===== src/rtl/reg_readback_port.sv =====
// CPU-side readback port for the cartridge register bank: a loadable, auto-incrementing
// pointer with a one-entry prefetch buffer that hides the variable source fetch latency.
module reg_readback_port #(
    parameter int WIDTH     = 8,
    parameter int AWIDTH    = 6,
    parameter int DEPTH     = 48,
    parameter int RESET_PTR = 0
) (
    input  logic              clock,
    input  logic              reset,
    input  logic              cs,
    input  logic              rw,
    input  logic              addr,
    input  logic [WIDTH-1:0]  data_in,
    output logic [WIDTH-1:0]  data_out,
    output logic [AWIDTH-1:0] src_addr,
    output logic              src_rd,
    input  logic              src_ack,
    input  logic [WIDTH-1:0]  src_data,
    output logic              valid,
    output logic [1:0]        o_dbg_state
);

    typedef enum logic [1:0] {
        S_IDLE  = 2'd0,
        S_FETCH = 2'd1,
        S_FULL  = 2'd2
    } state_t;

    localparam logic [AWIDTH-1:0] LAST_PTR = AWIDTH'(DEPTH - 1);
    localparam logic [AWIDTH-1:0] RST_PTR  = AWIDTH'(RESET_PTR);

    state_t              r_state;
    logic [AWIDTH-1:0]   r_ptr;
    logic [WIDTH-1:0]    r_buf;
    logic [WIDTH-1:0]    r_data_out;
    logic [AWIDTH-1:0]   r_src_addr;
    logic                r_src_rd;
    logic                r_drop;

    state_t              w_state_nxt;
    logic [AWIDTH-1:0]   w_ptr_nxt;
    logic [WIDTH-1:0]    w_buf_nxt;
    logic [WIDTH-1:0]    w_data_out_nxt;
    logic [AWIDTH-1:0]   w_src_addr_nxt;
    logic                w_src_rd_nxt;
    logic                w_drop_nxt;

    logic                w_ptr_wr;
    logic                w_data_rd;
    logic                w_stat_rd;
    logic [AWIDTH-1:0]   w_wr_ptr;
    logic [AWIDTH-1:0]   w_ptr_inc;
    logic [AWIDTH+WIDTH-1:0] w_ptr_wide;
    logic [WIDTH-1:0]    w_status;

    assign w_ptr_wr  = cs & ~rw & ~addr;
    assign w_data_rd = cs &  rw &  addr;
    assign w_stat_rd = cs &  rw & ~addr;

    // Out-of-range pointer loads land on location 0.
    assign w_wr_ptr  = (data_in[AWIDTH-1:0] > LAST_PTR) ? '0 : data_in[AWIDTH-1:0];
    assign w_ptr_inc = (r_ptr == LAST_PTR) ? '0 : r_ptr + 1'b1;

    // Zero-extend or truncate the pointer into the WIDTH-1 status field.
    assign w_ptr_wide = {{WIDTH{1'b0}}, r_ptr};
    assign w_status   = {(r_state == S_FULL), w_ptr_wide[WIDTH-2:0]};

    always_comb begin
        w_state_nxt    = r_state;
        w_ptr_nxt      = r_ptr;
        w_buf_nxt      = r_buf;
        w_data_out_nxt = r_data_out;
        w_src_addr_nxt = r_src_addr;
        w_src_rd_nxt   = 1'b0;
        w_drop_nxt     = r_drop;

        case (r_state)
            S_IDLE: begin
                // A discarded fetch is still in flight: swallow its ack before issuing anew.
                if (r_drop) begin
                    if (src_ack) begin
                        w_drop_nxt = 1'b0;
                    end
                end else begin
                    w_state_nxt    = S_FETCH;
                    w_src_rd_nxt   = 1'b1;
                    w_src_addr_nxt = r_ptr;
                end
            end
            S_FETCH: begin
                if (src_ack) begin
                    w_buf_nxt   = src_data;
                    w_state_nxt = S_FULL;
                end
            end
            S_FULL: begin
            end
            default: begin
                w_state_nxt = S_IDLE;
            end
        endcase

        if (w_data_rd) begin
            if (r_state == S_FULL) begin
                w_data_out_nxt = r_buf;
                w_ptr_nxt      = w_ptr_inc;
                w_state_nxt    = S_IDLE;
            end else begin
                w_data_out_nxt = '1;
            end
        end

        if (w_stat_rd) begin
            w_data_out_nxt = w_status;
        end

        // A pointer load beats a same-cycle ack; only a still-pending ack needs dropping.
        if (w_ptr_wr) begin
            w_ptr_nxt      = w_wr_ptr;
            w_state_nxt    = S_IDLE;
            w_src_rd_nxt   = 1'b0;
            w_src_addr_nxt = r_src_addr;
            w_buf_nxt      = r_buf;
            w_drop_nxt     = ((r_state == S_FETCH) | r_drop) & ~src_ack;
        end
    end

    always_ff @(negedge clock) begin
        if (reset) begin
            r_state    <= S_IDLE;
            r_ptr      <= RST_PTR;
            r_buf      <= '0;
            r_data_out <= '0;
            r_src_addr <= RST_PTR;
            r_src_rd   <= 1'b0;
            r_drop     <= 1'b0;
        end else begin
            r_state    <= w_state_nxt;
            r_ptr      <= w_ptr_nxt;
            r_buf      <= w_buf_nxt;
            r_data_out <= w_data_out_nxt;
            r_src_addr <= w_src_addr_nxt;
            r_src_rd   <= w_src_rd_nxt;
            r_drop     <= w_drop_nxt;
        end
    end

    assign data_out    = r_data_out;
    assign src_addr    = r_src_addr;
    assign src_rd      = r_src_rd;
    assign valid       = (r_state == S_FULL);
    assign o_dbg_state = r_state;

endmodule


===== config.mk =====
export PLATFORM = sky130hd
export DESIGN_NAME = reg_readback_port
export DESIGN_NICKNAME = d
export VERILOG_FILES = /design/src/rtl/reg_readback_port.sv
export SDC_FILE = /design/constraint.sdc
export NUM_CORES = 1
export LEC_CHECK = 0
export ABC_AREA = 1
export BUFFER_PORTS_ARGS = -buffer_cell sky130_fd_sc_hd__buf_2
export CAP_MARGIN = 0
export CORE_MARGIN = 4
export CORE_UTILIZATION = 51
export DETAILED_ROUTE_END_ITERATION = 10
export GPL_TIMING_DRIVEN = 1
export HOLD_SLACK_MARGIN = 0.02
export PLACE_DENSITY = 0.75
export SLEW_MARGIN = 20
export SYNTH_ARGS = -nofsm -noshare
export SYNTH_HDL_FRONTEND = slang
export SYNTH_SLANG_ARGS = --single-unit
export TNS_END_PERCENT = 1

===== constraint.sdc =====
create_clock -name clock -period 1.4 [get_ports clock]
set_input_delay 0.14 -clock clock [delete_from_list [all_inputs] [get_ports clock]]
set_output_delay 0.14 -clock clock [all_outputs]
set_load 0.03 [all_outputs]

==> results of run 1 <==
-- layout by cell type (no fill, tap or decap), types with 5 or more instances in the layout --
cell	Yosys	layout
sky130_fd_sc_hd__buf_6	0	17
sky130_fd_sc_hd__buf_4	0	17
sky130_fd_sc_hd__nand2_1	51	48
sky130_fd_sc_hd__a21oi_1	9	9
sky130_fd_sc_hd__o21ai_0	26	12
sky130_fd_sc_hd__dfxtp_1	32	15
sky130_fd_sc_hd__o21ai_1	0	14
sky130_fd_sc_hd__nand3_1	12	10
sky130_fd_sc_hd__nor2_1	44	43
sky130_fd_sc_hd__clkbuf_4	0	5
sky130_fd_sc_hd__inv_1	22	50
sky130_fd_sc_hd__dfxtp_2	0	15
sky130_fd_sc_hd__buf_2	1	19
-- final timing paths --
check	start	endpoint	slack (ns)	depth (start not counted)
setup / recovery	o_dbg_state[1]	valid	-0.44	3
hold / removal	data_out[6]	data_out[6]	0.46	2
setup reg to reg	o_dbg_state[0]	src_addr[0]	0.02	7
hold reg to reg	data_out[6]	data_out[6]	0.46	2
-- sequential cells by signal, summed over array words and instances, names as in the netlist --
register	flops
r_drop	1
data_out	8
o_dbg_state	2
src_addr	6
r_buf	8
src_rd	1
r_ptr	6
-- stage by stage --
stage                     total power (uW)  hold WS [ns]  std cells  setup WS [ns]  util, %
after detailed placement              1650         0.458        296         -0.435     67.5
after CTS                             2430         0.468        336         -0.431     78.9
final                                 2410         0.465        336         -0.436     78.9
after global placement                1640         0.455        296         -0.385     67.5
after floorplan                       1480         0.444        216        -0.0937        -
after global routing                  2620         0.507        336         -0.485     78.9
-- timing repair --
item | 4_1_cts | 5_1_grt
gates resized for setup | 52 | 1
pin swaps | 1 | 3
setup buffers | 2 | 0
cloned | 0 | 0
endpoints found under the setup margin | 29 | 36
-- logic make-up after synthesis --
family,Yosys count
and+or+nand+nor,116
DFF,32
adders and majority gates,1
buffers and inverters,27
AOI/OAI and AO/OA,37
xor gates and xnor gates,3
-- power by group through the flow --
| stage | combinational [uW] | clock (uW) | sequential (uW) |
|---|---|---|---|
| after floorplan | 208 | 144 | 1120 |
| after global placement | 455 | 144 | 1040 |
| after detailed placement | 459 | 144 | 1040 |
| after CTS | 521 | 863 | 1050 |
| after global routing | 573 | 990 | 1060 |
| final | 520 | 842 | 1050 |
-- area by class of cell --
class / instances / area (sq um) / share of cell area, %
Inverter: 23 / 108 / 4.99
Clock inverter: 34 / 130 / 6.03
Sequential cell: 32 / 667 / 30.9
Multi-Input combinational cell: 157 / 743 / 34.4
Clock buffer: 5 / 37.5 / 1.74
Tap cell: 31 / 38.8 / 1.80
Timing Repair Buffer: 54 / 434 / 20.1
-- worst reg2reg max path, delay by kind of cell (launching register included) --
family / cells / cell delay [ns]
buf+inv: 2 / 0.24
flops: 1 / 0.34
simple gates: 5 / 0.67
-- per-layer routing --
| metal | up-vias | GRT usage (%) | share of wire [%] |
|---|---|---|---|
| met2 | 49 | 35.0 | 49 |
| met5 | - | 0 | 0 |
| met1 | 708 | 26.4 | 44 |
| li1 | 857 | - | - |
| met4 | 0 | 11.8 | 1.0 |
| met3 | 5 | 8.18 | 6.7 |
==> results.txt, run 1 <==
Of the total power, registers draw 43.5%. The die extent in y came out at 61.5 um. The antenna diode instance count came out at 0. The standard-cell row count is 19. In this run, CTS created clock tree buffers numbering 5.

Net switching is 37.0% of the power. The category of the most critical setup path is register to output pin. The filler cells instantiated in the layout total 219.

The top cell type's share of synthesized area is 43.9%. The first-pass GRT wire length is 6220 um. Relative to the synthesized area, the layout overhead comes to 48.1%. The worst setup path is launched from a register. The xor and xnor fraction of the mapped netlist area is 1.80%. The max-slew violation count came out at 0.

The net count of the finished layout came out at 328. The adder and majority cell fraction of the synthesized area came out at 0.858%. The switching power came out at 892 uW. The proportion of synthesized area in mux cells came out at 0%.

By area, the combinational part of the netlist is dominated by simple AND/OR/NAND/NOR gates. The instance area after placement is 0.00184 sq mm. Among cell families on the critical path, the largest total delay comes from flip-flops. The endpoint type of the worst setup path is an output pin. Setup repair after global routing could not meet its margin everywhere. The reported max-cap violation count is 0. The core region is 0.00273 sq mm.

The count of port buffers added during placement is 37. The flow ran to the end, but the final reports show violations. In the final routed layout, each cell accounts on average for 10.9 um. In this run the remaining antenna-violating nets after routing total 0.

The routability congestion estimate came out at 0.822. The total congestion overflow is 0. The post-detailed-route via-to-cell ratio came out at 4.82. The number of buffers and inverters on the critical path is 2.

Once layout is done, the placed cells without fillers occupy 0.00216 sq mm. The fraction of layout instances using a drive strength above 1 came out at 31.5%. The clock-pin slew on the worst setup and hold paths came out at roughly 0.05 ns. The async set-reset flop share out of synthesis is 0%. The top-level port count came out at 40. Summed over all failing endpoints, the final setup total negative slack is -5.24 ns.

The data required time of the worst path is 1.26 ns. The initial DRC count is 61. The yosys synthesis warning count came out at 0. The cell area power density came out at roughly 1100 mW/mm^2. The mean instance size in the synthesized netlist is 6.75 sq um.

The internal cell power came out at roughly 1500 uW. The CTS sink count is 32. The largest stage delay on the critical path is 0.37 ns. Combinational logic is responsible for 21.6% of the overall power. On the critical path, the stage with the largest delay is an instance of sky130_fd_sc_hd__dfxtp_4. The most common cell in the synthesized netlist is sky130_fd_sc_hd__nand2_1. The detailed-router iteration count before antenna repair came out at 4. Across every metal layer, demand over resource in global routing totals 22.2%. The number of nets handed over by synthesis was 239. The TritonCTS clock tree is done. Setup slack on the critical path of the routed design comes to -0.436 ns. Yosys attributes the largest share of cell area to sky130_fd_sc_hd__dfxtp_1 (44%), sky130_fd_sc_hd__nand2_1 (13%), sky130_fd_sc_hd__nor2_1 (11%).

The initial antenna violation count is 0. The number of standard cells after synthesis came out at 216. The longest clock path from root to sink contains 2 buffers.

The aggregate routed wire length is 3680 um. The total of hold buffers inserted after clock tree synthesis is 0. The count of endpoints failing setup in the final report came out at 18. The via count of the first global-routing pass came out at 1,543. The min-delay analysis places its worst path in the category register to register. The sequential element share of the synthesized area is 43.9%.

The power share of the clock group is 34.9%. The width of the chip is 61.5 um. The largest fanout on the critical path came out at 5. The count of different cell masters after synthesis is 21. After legalization and detailed placement, the total HPWL measured 2520 um. For the pin with the worst max-slew slack, the measured transition is 0.283 ns. The die outline area came out at 0.00378 sq mm. Summed over all instances, the cell type with the most area after synthesis is sky130_fd_sc_hd__dfxtp_1. The tree is rooted in a sky130_fd_sc_hd__clkbuf_4. The synthesized design contains 0 enable-type register cells.

The routed via count is roughly 1,600. The starting density of the core came out at between 50% and 60%. The post-synthesis simple-gate area fraction is approximately 33%. The checks that failed: negative setup slack.

Walking the worst path, the cells encountered are nand2_4, inv_4, buf_6. Summing the areas of all compound-gate instances in the mapped netlist gives about an eighth of the synthesized area. Across the VDD grid, the largest voltage drop is 1.04 mV. The number of H-tree levels is 2. The worst-case headroom to the max-slew limit came out at between 80% and 90%. The pin count of the biggest net entering global routing came out at 25. By count the netlist is led by sky130_fd_sc_hd__nand2_1 (51), sky130_fd_sc_hd__nor2_1 (44), sky130_fd_sc_hd__dfxtp_1 (32). The most used flip-flop cell after synthesis is sky130_fd_sc_hd__dfxtp_1. Summing every instance area after synthesis gives 0.00146 sq mm. The hold violation count in the final report came out at 0.

The total DRC errors in the routed layout is 0. The worst setup skew after layout is ~0.028 ns. The number of synthesized register bits is 32. Clock latency on the worst-skew pair, taken at its later pin, is about 0.39 ns. The data arrival at the endpoint of the critical path is 1.70 ns.

The leakage power figure came out at 0.00118 uW.
(Power assumes the default switching activity.)
==> run 2: changes to the inputs <==
--- a/config.mk
+++ b/config.mk
@@ -14,6 +14,7 @@
 export GPL_TIMING_DRIVEN = 1
 export HOLD_SLACK_MARGIN = 0.02
 export PLACE_DENSITY = 0.75
+export SETUP_SLACK_MARGIN = 0.15
 export SLEW_MARGIN = 20
 export SYNTH_ARGS = -nofsm -noshare
 export SYNTH_HDL_FRONTEND = slang
==> run 2 against run 1 <==
Net effect: the flow still finishes with violations (negative setup slack); core utilization rose by 4.6 points; critical path type unchanged; power rose by 2.2%; largest cell class unchanged; worst hold slack improved by 0.017 ns; non-clock buffer count rose by 1; critical endpoint unchanged.
==> results.txt, run 2 (synthesis results as in run 1) <==
The flow ran to the end, but the final reports show violations. The checks that failed: negative setup slack. The maximum buffer depth of the clock tree came out at 2 (unchanged). Broken down by cell family, the worst path's largest delay share belongs to flip-flops. The setup slack of the worst register-to-register path is -0.01 ns (-0.03 ns). The cell count of the worst hold path was 2 (unchanged).

The worst reg2reg path depth is 8 (+1). The width of the chip is 61.5 um (unchanged). The routability congestion estimate came out at 0.822 (unchanged). The number of H-tree levels came out at 2 (unchanged). The critical path in this run is classified as register to output pin. The die extent in y came out at 61.5 um (unchanged).

The total track usage is 23.1% (+0.86 points). The utilization after layout came to 83.5% (+4.6 points). The final HPWL from detailed placement came out at 2520 um (unchanged). The sum of negative setup slack came out at -5.30 ns (-0.0660 ns). The worst setup skew after layout came out at 0.0306 ns (+0.00259 ns). The total CTS buffers came out at 5 (unchanged). The largest vdd supply drop is 1.05 mV (+0.36%). The data arrival at the endpoint of the critical path came to 1.70 ns (about the same). The fraction of layout instances using a drive strength above 1 was 35.9% (+4.5 points). The critical path goes through inv_4, nand2_4, inv_4, buf_6.

Among all stages on the critical path, the largest delay is contributed by sky130_fd_sc_hd__dfxtp_4. The routed via count is 1,658 (+2.4%). The via count of the first global-routing pass is 1,602 (+3.8%).

The most numerous cell type found on the critical path is sky130_fd_sc_hd__inv_4. STA classifies the critical path startpoint as a register. The launching point of the worst reg2reg path is o_dbg_state[0].

The worst reg2reg path endpoint is r_buf[0]. The cell area power density came out at 1080 mW/mm^2 (-3.4%). The pin count of the biggest net entering global routing is 25 (unchanged). The standard-cell row count came out at 19 (unchanged). The synthesis-to-finish area growth came out at 56.7%. The worst hold path terminates at r_drop. The count of endpoints failing setup in the final report came to 21 (+3).

The number of nets still failing antenna checks after routing is 0 (unchanged). The leakage power figure came out at 0.00121 uW (+3.1%). The final setup slack of the worst path came to -0.440 ns (-0.00407 ns). The top-level port count came out at 40 (unchanged). The antenna diode instance count is 0 (unchanged). The first-pass GRT wire length came out at 6470 um (+4.0%).

The actual slew at the worst max-slew pin is 0.284 ns (+0.00142 ns). STA classifies the critical path endpoint as an output pin. The largest stage delay on the critical path is 0.34 ns (-0.03 ns). The final routed wire length divided by cell count came out at 12.2 um (+11%). The worst-case headroom to the max-slew limit came out at 81.0% (about the same). The data required time of the worst path came out at 1.26 ns (about the same).

The max-slew violation count is 0 (unchanged). In this run the most critical hold path is launched from r_drop. The initial DRC count came out at 70 (+15%). The count of port buffers added during placement is 37 (unchanged). The total of hold buffers inserted after clock tree synthesis is 0 (unchanged). The core footprint is 0.00273 sq mm (unchanged). Setup repair after global routing could not meet its margin everywhere. The initial antenna violation count is 0 (unchanged). The reported max-cap violation count was 0 (unchanged). The net count of the finished layout came to 329 (+0.30%). The clock-pin slew on the worst setup and hold paths is 0.04 ns (about the same). The starting density of the core came out at 53.3% (unchanged). The most frequent standard cell in the layout excluding fill and tap cells is sky130_fd_sc_hd__inv_1. The CTS sink count is 32 (unchanged). The hold violation count in the final report was 0 (unchanged). The largest fanout on the critical path is 2 (-3). The detailed-router iteration count before antenna repair came to 4 (unchanged). The insertion delay to the later sink of the worst-skew pair came out at 0.41 ns (+0.02 ns). The TritonCTS clock tree is done. The total DRC errors in the routed layout is 0 (unchanged). The total power after layout came out at 2460 uW (+2.2%). The die outline area came out at 0.00378 sq mm (unchanged). The root buffer selected by CTS is sky130_fd_sc_hd__clkbuf_4. The post-detailed-route via-to-cell ratio came out at 4.92 (+2.1%). The top cell types in the final layout, fill and taps aside, are sky130_fd_sc_hd__inv_1 (49), sky130_fd_sc_hd__nand2_1 (47), sky130_fd_sc_hd__nor2_1 (39).

The number of buffers and inverters on the critical path was 3 (+1). The total congestion overflow is 0 (unchanged). The aggregate routed wire length came to 4110 um (+12%). The path category of the worst min-delay check is register to register.
-- run 2: changes by cell type in the layout (fill, tap and decap cells not counted), moves of 3 or more --
| cell | before | now |
|---|---|---|
| sky130_fd_sc_hd__o21ai_1 | 14 | 17 |
| sky130_fd_sc_hd__o21ai_2 | 0 | 5 |
| sky130_fd_sc_hd__o21ai_0 | 12 | 4 |
| sky130_fd_sc_hd__buf_4 | 17 | 14 |
| sky130_fd_sc_hd__buf_6 | 17 | 22 |
| sky130_fd_sc_hd__nor2_1 | 43 | 39 |
-- run 2: power by group --
group	leakage, uW	total, uW	switching [uW]	internal, uW
combinational	0.000750	565	319	246
sequential	0.000269	1050	55.8	997
clock	0.000194	845	549	296
-- run 2: worst max-delay path by stage --
stage | startpoint | to | slack [ns] | cells after the start
finish | o_dbg_state[0] | valid | -0.44 | 4
global route | o_dbg_state[0] | valid | -0.49 | 4
CTS | o_dbg_state[0] | valid | -0.43 | 4
detailed placement | rw | r_buf[1] | -0.44 | 8
global placement | rw | r_buf[2] | -0.39 | 8
floorplan | rw | r_buf[0] | -0.09 | 7
-- run 2: cell type report --
type                    instances  area (sq um)
repair buffers                 55           478
clock inverters                34           130
multi-input cells             157           818
flip-flops and latches         32           667
fillers                       185           450
well taps                      31          38.8
clock buffers                   5          37.5
inverters                      23           114
-- run 2: timing repair --
| item | 4_1_cts | 5_1_grt |
|---|---|---|
| pin swaps | 15 | 20 |
| endpoints found under the setup margin | 49 | 45 |
| setup buffers | 2 | 1 |
| resized for setup | 69 | 23 |
-- run 2: worst register-to-register path, cell delays in order (launching register included) --
cell                      delay, ns
sky130_fd_sc_hd__dfxtp_4       0.35
sky130_fd_sc_hd__inv_4         0.04
sky130_fd_sc_hd__buf_4         0.12
sky130_fd_sc_hd__nor2_1        0.15
sky130_fd_sc_hd__nand2_1       0.13
sky130_fd_sc_hd__nor2_4        0.23
sky130_fd_sc_hd__inv_4         0.09
sky130_fd_sc_hd__nor2_1        0.13
sky130_fd_sc_hd__nor2_1        0.05
-- run 2: layer usage --
metal | wire length, um | GRT usage (%) | part of all wire [%] | vias to the layer above
li1 | - | - | - | 861
met1 | 1730 | 27.4 | 42 | 738
met2 | 2070 | 36.9 | 50 | 52
met3 | 248 | 8.18 | 6.0 | 7
met4 | 61 | 11.8 | 1.5 | 0
met5 | 0 | 0 | 0 | -
-- run 2: per-stage QoR --
stage               std cells  cell area [sq um]  hold slack [ns]  setup WS (ns)
floorplan                 216               1510            0.444        -0.0937
global placement          296               1840            0.455         -0.385
detailed placement        296               1840            0.458         -0.435
CTS                       336               2220            0.468         -0.431
global route              337               2280            0.515         -0.490
finish                    337               2280            0.481         -0.440
